[config.mk]
export PLATFORM = sky130hd
export DESIGN_NAME = tile_color_sel
export DESIGN_NICKNAME = d
export VERILOG_FILES = /design/src/rtl/tile_color_sel.sv
export SDC_FILE = /design/constraint.sdc
export NUM_CORES = 1
export LEC_CHECK = 0
export CAP_MARGIN = 30
export CELL_PAD_IN_SITES_DETAIL_PLACEMENT = 1
export CELL_PAD_IN_SITES_GLOBAL_PLACEMENT = 1
export CORE_MARGIN = 4
export CORE_UTILIZATION = 40
export CTS_CLUSTER_DIAMETER = 100
export DETAILED_ROUTE_END_ITERATION = 8
export PLACE_DENSITY_LB_ADDON = 0.2
export SETUP_SLACK_MARGIN = 0.15
export SYNTH_ARGS = -nofsm -noshare
export SYNTH_HDL_FRONTEND = slang
export SYNTH_SLANG_ARGS = --single-unit
[constraint.sdc]
create_clock -name clk -period 6.77 [get_ports clk]
set_input_delay 1.354 -clock clk [delete_from_list [all_inputs] [get_ports clk]]
set_output_delay 1.354 -clock clk [all_outputs]
set_load 0.01 [all_outputs]
[src/rtl/tile_color_sel.sv]
// Tile-grid pixel colour selector: double-buffered palette, frame-synchronous
// display modes (tile / forced / blink / rotate), two-stage pixel pipeline.
module tile_color_sel #(
  parameter int COLOR_W      = 24,
  parameter int H_TILES      = 2,
  parameter int V_TILES      = 2,
  parameter int H_ACTIVE     = 640,
  parameter int V_ACTIVE     = 480,
  parameter int X_W          = 10,
  parameter int Y_W          = 10,
  parameter int BLINK_FRAMES = 30,
  localparam int N           = H_TILES * V_TILES,
  localparam int A_W         = (N > 1) ? $clog2(N) : 1
) (
  input  logic               clk,
  input  logic               rst_n,
  input  logic [X_W-1:0]     x,
  input  logic [Y_W-1:0]     y,
  input  logic               video_on,
  input  logic               frame_start,
  input  logic [1:0]         mode,
  input  logic [A_W-1:0]     force_sel,
  input  logic               wr_en,
  input  logic [A_W-1:0]     wr_addr,
  input  logic [COLOR_W-1:0] wr_data,
  output logic [COLOR_W-1:0] color,
  output logic               color_valid
);

  localparam int FC_W = (BLINK_FRAMES > 1) ? $clog2(BLINK_FRAMES) : 1;
  localparam logic [FC_W-1:0] FC_TOP = FC_W'(BLINK_FRAMES - 1);
  localparam logic [A_W:0]    N_E    = (A_W + 1)'(N);
  localparam logic [A_W-1:0]  ROT_TOP = A_W'(N - 1);

  logic [COLOR_W-1:0] shadow [N];
  logic [COLOR_W-1:0] active [N];

  logic [1:0]      mode_r;
  logic [A_W-1:0]  force_r;
  logic [FC_W-1:0] fcnt_left;
  logic            phase;
  logic [A_W-1:0]  rot;
  logic [A_W-1:0]  rot_next;

  logic [A_W-1:0]  idx_c;
  logic [A_W-1:0]  idx_s1;
  logic            von_s1;

  logic            wr_ok;
  logic [A_W:0]    rsum;
  logic [A_W:0]    sel_e;
  logic [COLOR_W-1:0] color_c;

  // Column/row are threshold counts against compile-time boundaries; the
  // explicit clamp keeps out-of-range coordinates in the last column/row.
  always_comb begin
    int col_i;
    int row_i;
    col_i = 0;
    row_i = 0;
    for (int k = 1; k < H_TILES; k++)
      if (int'(x) >= (k * H_ACTIVE) / H_TILES) col_i++;
    for (int k = 1; k < V_TILES; k++)
      if (int'(y) >= (k * V_ACTIVE) / V_TILES) row_i++;
    if (int'(x) >= H_ACTIVE) col_i = H_TILES - 1;
    if (int'(y) >= V_ACTIVE) row_i = V_TILES - 1;
    idx_c = A_W'(row_i * H_TILES + col_i);
  end

  assign wr_ok = ({1'b0, wr_addr} < N_E);

  always_ff @(posedge clk) begin
    if (!rst_n) begin
      for (int i = 0; i < N; i++) begin
        shadow[i] <= '0;
        active[i] <= '0;
      end
    end else begin
      if (wr_en && wr_ok) shadow[wr_addr] <= wr_data;
      if (frame_start) begin
        for (int i = 0; i < N; i++) active[i] <= shadow[i];
        if (wr_en && wr_ok) active[wr_addr] <= wr_data;
      end
    end
  end

  assign rot_next = (rot == ROT_TOP) ? '0 : rot + A_W'(1);

  // fcnt_left counts down from BLINK_FRAMES-1; reaching zero is the step point.
  always_ff @(posedge clk) begin
    if (!rst_n) begin
      mode_r    <= 2'b00;
      force_r   <= '0;
      fcnt_left <= FC_TOP;
      phase     <= 1'b0;
      rot       <= '0;
    end else if (frame_start) begin
      mode_r  <= mode;
      force_r <= force_sel;
      if (mode != mode_r) begin
        fcnt_left <= FC_TOP;
        phase     <= 1'b0;
        rot       <= '0;
      end else if (fcnt_left == '0) begin
        fcnt_left <= FC_TOP;
        phase     <= ~phase;
        rot       <= rot_next;
      end else begin
        fcnt_left <= fcnt_left - FC_W'(1);
      end
    end
  end

  always_ff @(posedge clk) begin
    if (!rst_n) begin
      idx_s1 <= '0;
      von_s1 <= 1'b0;
    end else begin
      idx_s1 <= idx_c;
      von_s1 <= video_on;
    end
  end

  always_comb begin
    rsum  = {1'b0, idx_s1} + {1'b0, rot};
    sel_e = {1'b0, idx_s1};
    case (mode_r)
      2'b01:   sel_e = ({1'b0, force_r} < N_E) ? {1'b0, force_r} : '0;
      2'b11:   sel_e = (rsum >= N_E) ? rsum - N_E : rsum;
      default: sel_e = {1'b0, idx_s1};
    endcase
    color_c = '0;
    for (int i = 0; i < N; i++)
      if (sel_e == (A_W + 1)'(i)) color_c = active[i];
    if (mode_r == 2'b10 && phase) color_c = '0;
    if (!von_s1) color_c = '0;
  end

  always_ff @(posedge clk) begin
    if (!rst_n) begin
      color       <= '0;
      color_valid <= 1'b0;
    end else begin
      color       <= color_c;
      color_valid <= von_s1;
    end
  end

endmodule
# --- Yosys cells after proc, flatten, opt, wreduce, memory -nomap -nowiden ---
# Memory sizes are Yosys's and may differ from the RTL's.
# Index checks and enable logic that the tools add are counted.
op_classes:
  n_eq_ne: 8
  n_lt_le_gt_ge: 5
  bitwise: 7
  n_addsub: 5
  reduce_logical: 7
  mux: 34
ops:
  columns: ["operator", "n"]
  rows:
  - ["$mux W24", 9]
  - ["$reduce_or A24 Y1", 1]
  - ["$ge A10 B9 Y1 const B", 2]
  - ["$mux W1", 17]
  - ["$ge A10 B10 Y1 const B", 1]
  - ["$ge A10 B8 Y1 const B", 1]
  - ["$mux W5", 2]
  - ["$mux W2", 4]
  - ["$eq A2 B2 Y1 const B", 3]
  - ["$eq A3 B2 Y1 const B", 2]
  - ["$pmux W3 S2", 1]
  - ["$logic_not A5 Y1", 1]
  - ["$sub A5 B1 Y5 const B", 1]
  - ["$or A1 B1 Y1", 4]
  - ["$add A2 B2 Y3", 1]
  - ["$eq A3 B1 Y1 const B", 1]
  - ["$ge A3 B3 Y1 const B", 1]
  - ["$logic_not A3 Y1", 1]
  - ["$mux W3", 1]
  - ["$not A1 Y1", 3]
  - ["$reduce_or A3 Y1", 1]
  - ["$sub A3 B3 Y3 const B", 1]
  - ["$add A2 B1 Y2 const B", 1]
  - ["$add A2 B2 Y2", 1]
  - ["5 further kinds", 5]
totals:
  inputBits: 55
  ram_bits: 192
  n_memories: 2
  register_bits: 40
mem_list:
  columns: ["name", "words", "width", "rd", "rd_ports_with_merged_regs", "wr", "line_no", "text"]
  rows:
  - ["active", 4, 24, 4, 0, 5, "36", "logic [COLOR_W-1:0] active [N];"]
  - ["shadow", 4, 24, 4, 0, 4, "35", "logic [COLOR_W-1:0] shadow [N];"]

# --- Depth between registers and ports, before layout ---
logic_depth:
  depth_word: 9
  ltp_mapped: 8
  ltp_nobuf: 6

# --- Worst setup path before layout ---
# Ideal clock, no wire load.
synth_path:
  kind: "input-to-reg"
  start: "input port wr_addr[0]"
  end: "memory shadow[0][0] (enable)"
  setup_ns: 0.381
  t_required_ns: 6.389
  arrival_ns: 2.851
  path_stages: 5
  setup_slack_ns: 3.538
  path_cell_list: "buf_2 or3b_2 clkbuf_1 clkbuf_1 nand2_1"
synth_rtl:
  columns: ["item", "line_no", "text"]
  rows:
  - ["start: declaration", "24", "input logic [A_W-1:0] wr_addr,"]
  - ["end: declaration", "35", null]

==> results by stage <==
Die:
- The effective utilization at floorplan is around two fifths.
- The die height is 171 microns.
- The floorplan die width is 171 microns.
- The die covers 29200 sq um.
- The core region is 26100 sq um.
- After floorplanning, the core was divided into around 60 placement rows.
- The number of top-level design ports is 80.

Clock tree:
- The CTS buffer count is 26.
- No sink is reached through more buffers than the 3 on the longest clock path.
- Buffers added to address setup during post-CTS repair amount to 0.
- Buffers inserted to repair hold after CTS numbered 0.
- TritonCTS built the clock tree.
- The total clock sinks is 232.
- The tree is rooted in a sky130_fd_sc_hd__clkbuf_16.
- The clock input transition at the sequential cells of the worst setup and hold paths is 0.06 ns.
- The quantity of gates resized following cts is 0.
- At the later pin of the worst-skew pair, clock insertion delay measures 0.53 ns.
- The level count of the clock H-tree is 1.

Yosys:
- Summed over all instances, the cell type with the most area after synthesis is sky130_fd_sc_hd__edfxtp_1.
- Summing the areas of all compound-gate instances in the mapped netlist gives 10.9% of the synthesized area.
- In this run, synthesis inferred around 190 flip-flops with an integrated enable.
- The most used flip-flop cell after synthesis is sky130_fd_sc_hd__edfxtp_1.
- After synthesis, the largest area contributor takes up a little over half of total cell area.
- The number of different library cells in the post-synthesis netlist is a little over 40.
- After Yosys synthesis, full adders, half adders and majority gates account for less than 1% of the synthesized area.
- Measured against the total synthesized area, the mux share comes to 0.672%.
- After synthesis, the largest family of logic cells by area is simple AND/OR/NAND/NOR gates.
- Yosys printed 0 warnings.
- Summing the sequential cell areas from Yosys gives 61.9% of the chip area.
- After synthesis, the cell types taking the most area are sky130_fd_sc_hd__edfxtp_1 (54%), sky130_fd_sc_hd__dfxtp_1 (7.5%), sky130_fd_sc_hd__nand2_1 (7.4%).
- The post-synthesis sequential element count is approximately 230.
- The synthesized netlist occupies a cell area of between 10000 and 15000 sq um.
- A synthesized cell averages 10.5 sq um.
- The share of async-settable or async-resettable flops after synthesis is 0%.
- Synthesis produced a netlist with a net count of between 1k and 1.5k.
- The XOR/XNOR share of the synthesized area is 0.248%.
- The synthesized netlist devotes 22.3% of its cell area to simple gates.
- Synthesis produced 1008 cells.

Worst setup path:
- The cell with the largest stage delay on the worst path is sky130_fd_sc_hd__clkdlybuf4s50_1.
- Together, buffers and inverters on the worst path number 3.
- The critical path's top delay family is simple AND/OR/NAND/NOR gates.
- The largest single stage delay on the critical path is slightly above 0.8 ns.
- The critical path endpoint category is a register.
- Traced cell by cell, the critical path runs through clkdlybuf4s50_1 -> buf_8 -> or3b_2 -> nand2_1 -> buf_4.
- For the worst setup path, the data required time is 6.98 ns.
- Of all nets on the critical path, the largest fanout is 25.
- The arrival time at the worst endpoint is 4.28 ns.
- The worst setup path category is in -> reg.
- The startpoint kind of the worst setup timing path is an input pin.

STA:
- In this run the tightest slew margin relative to its limit is between 40% and 50%.
- The final count of pins violating max slew is 0.
- The time the worst path needs with I/O delays and setup is just over 4 ns.
- For the pin with the worst max-slew slack, the measured transition is 0.803 ns.
- The tightest hold margin is about 0.47 ns.
- The share of the clock period used by the worst path after layout is 60.0%.
- Setup violations remaining at the end of the flow were counted as 0.
- The maximum operating frequency is 246 MHz.
- Setup repair after global routing left no endpoint under its margin.
- The number of hold violations in the final report is 0.
- Summed over all failing endpoints, the final setup total negative slack is 0 ns.
- The clock skew after layout is 0.0112 ns.

Placed design:
- The post-DP HPWL is 19100 microns.
- The instance area at placement is 11800 sq um.
- At the end of routability-driven placement, the weighted congestion stood at between 0.7 and 0.8.
- In this run the tool buffered the top-level ports with slightly below 70 buffer cells.

Global route:
- The overall fraction of global-route tracks in use is 22.6%.
- The total grt overflow is 0.
- The initial antenna violation count is 0.
- The number of global-route vias before repair is 8361.
- Entering global routing, the biggest net connects 67 pins.
- The wire length of the first global-routing pass is 50800 microns.

Route:
- The number of detailed-routing iterations run before antenna repair is 5.
- Using the TritonRoute via totals, the vias-per-cell ratio works out to between 5 and 6.
- The average detailed-routed wire length per instance is 23.4 microns.
- In this run the remaining antenna-violating nets after routing total 0.
- The violation count after the first detailed-route iteration is 790.
- The total length of routed wires is 32900 microns.
- In the routed design, unresolved DRC markers number 0.
- The routed layout has 8122 vias.

Power:
- The total chip power is 3.37 mW.
- The areal power density over the cells is 268 nW/um^2.
- In this run the static leakage power is between 4 and 5 nW.
- The maximum vdd ir drop is 0.000189 V.

Cells and area:
- The library cells used most frequently in the layout, excluding fill and tap cells, are sky130_fd_sc_hd__nand2_1 (207), sky130_fd_sc_hd__edfxtp_1 (192), sky130_fd_sc_hd__nand3_1 (148).
- Once layout is done, the placed cells without fillers occupy 12500 sq um.
- The area growth from synthesis to layout is 18.2%.
- The final-stage net count is between 1k and 1.5k.
- The post-route netlist has just under 8% of its cells at a drive strength greater than 1.
- The commonest non-fill, non-tap cell in the layout is sky130_fd_sc_hd__nand2_1.
- The number of antenna diodes in the final layout is 0.
- The share of the core filled with cells in the final layout is 48.1%.

Job:
- Across the run, the number of max-cap violations was 0.

Hold path:
- The type of the most critical hold path is reg -> reg.

Status:
- The run finished with clean final reports.
[report_power, final]
group          switching [mW]  total (mW)  internal, mW
clock network           0.571        1.34         0.765
registers              0.0401        1.69          1.65
logic                   0.226       0.341         0.115
total                   0.837        3.37          2.53
[worst reg2reg max path, stage by stage, from the launching register on]
cell and delay [ns]:
sky130_fd_sc_hd__dfxtp_1 0.35, sky130_fd_sc_hd__ha_1 0.21, sky130_fd_sc_hd__fa_1 0.48, sky130_fd_sc_hd__mux2i_1 0.06, sky130_fd_sc_hd__a21oi_1 0.19, sky130_fd_sc_hd__nor2b_2 0.17
sky130_fd_sc_hd__buf_4 0.38, sky130_fd_sc_hd__a22o_1 0.29
[registers in the layout, summed over array words and instances, names as in the netlist, 2 cells and up]
signal,cells
idx_s1,2
shadow,96
mode_r,2
rot,2
force_r,2
color,24
active,96
fcnt_left,5
[layout make-up]
class / instances / area [sq um]
fill: 2798 / 13500
sequential: 232 / 6570
multi-input combinational: 688 / 3740
timing repair buffer: 98 / 1020
clock buffer: 34 / 702
tap: 335 / 419
clock inverter: 14 / 90.1
inverter: 3 / 11.3
[per-layer routing]
| layer | share of wire [%] | vias to the layer above | global-route usage [%] |
|---|---|---|---|
| li1 | - | 3706 | - |
| met1 | 46 | 4114 | 33.6 |
| met2 | 46 | 273 | 35.7 |
| met3 | 7.1 | 29 | 3.14 |
| met4 | 1.5 | 0 | 4.48 |
| met5 | 0 | - | 0 |
[stage by stage]
| stage | instances | setup WS, ns |
|---|---|---|
| final | 1404 | 2.71 |
| after floorplan | 1008 | 3.54 |
| after CTS | 1404 | 2.68 |
| after global placement | 1348 | 1.92 |
| after global routing | 1404 | 2.56 |
| after detailed placement | 1356 | 2.14 |
[cell usage after synthesis (2+ instances only)]
master                     number
sky130_fd_sc_hd__nand2_1      208
sky130_fd_sc_hd__edfxtp_1     192
sky130_fd_sc_hd__nand3_1      148
sky130_fd_sc_hd__a21oi_1       99
sky130_fd_sc_hd__and2_1        74
sky130_fd_sc_hd__clkbuf_1      57
sky130_fd_sc_hd__a22oi_1       48
sky130_fd_sc_hd__dfxtp_1       40
sky130_fd_sc_hd__and3_1        25
sky130_fd_sc_hd__a22o_1        24
sky130_fd_sc_hd__buf_2         20
sky130_fd_sc_hd__nor2_1         9
sky130_fd_sc_hd__buf_1          6
sky130_fd_sc_hd__mux2i_1        6
sky130_fd_sc_hd__nor2b_1        6
sky130_fd_sc_hd__o21ai_0        4
sky130_fd_sc_hd__ha_1           3
sky130_fd_sc_hd__nand2b_1       3
sky130_fd_sc_hd__nor3_1         3
sky130_fd_sc_hd__nor3b_1        3
sky130_fd_sc_hd__o21a_1         3
sky130_fd_sc_hd__or2_2          3
sky130_fd_sc_hd__xnor2_1        3
sky130_fd_sc_hd__inv_1          2
sky130_fd_sc_hd__nand3b_1       2
sky130_fd_sc_hd__o22ai_1        2
[cells by family (layout without fill, tap and decap cells)]
group	count (synthesis)	after routing
XOR/XNOR	3	3
buffers and inverters	88	149
flip-flops	232	232
multiplexers	7	7
adder cells (fa/ha/maj)	4	4
AO/OA/AOI/OAI	183	183
AND/OR/NAND/NOR	491	491
[worst paths after layout]
| kind | startpoint | endpoint | slack [ns] | cells after the start |
|---|---|---|---|---|
| worst min register to register | von_s1 | color_valid | 0.47 | 1 |
| worst min-delay path | von_s1 | color_valid | 0.47 | 1 |
| worst max register to register | idx_s1[0] | color[2] | 4.56 | 7 |
| worst max-delay path | wr_en | shadow[0][9] | 2.71 | 5 |
No activity file was read; power rests on OpenSTA's default activity.
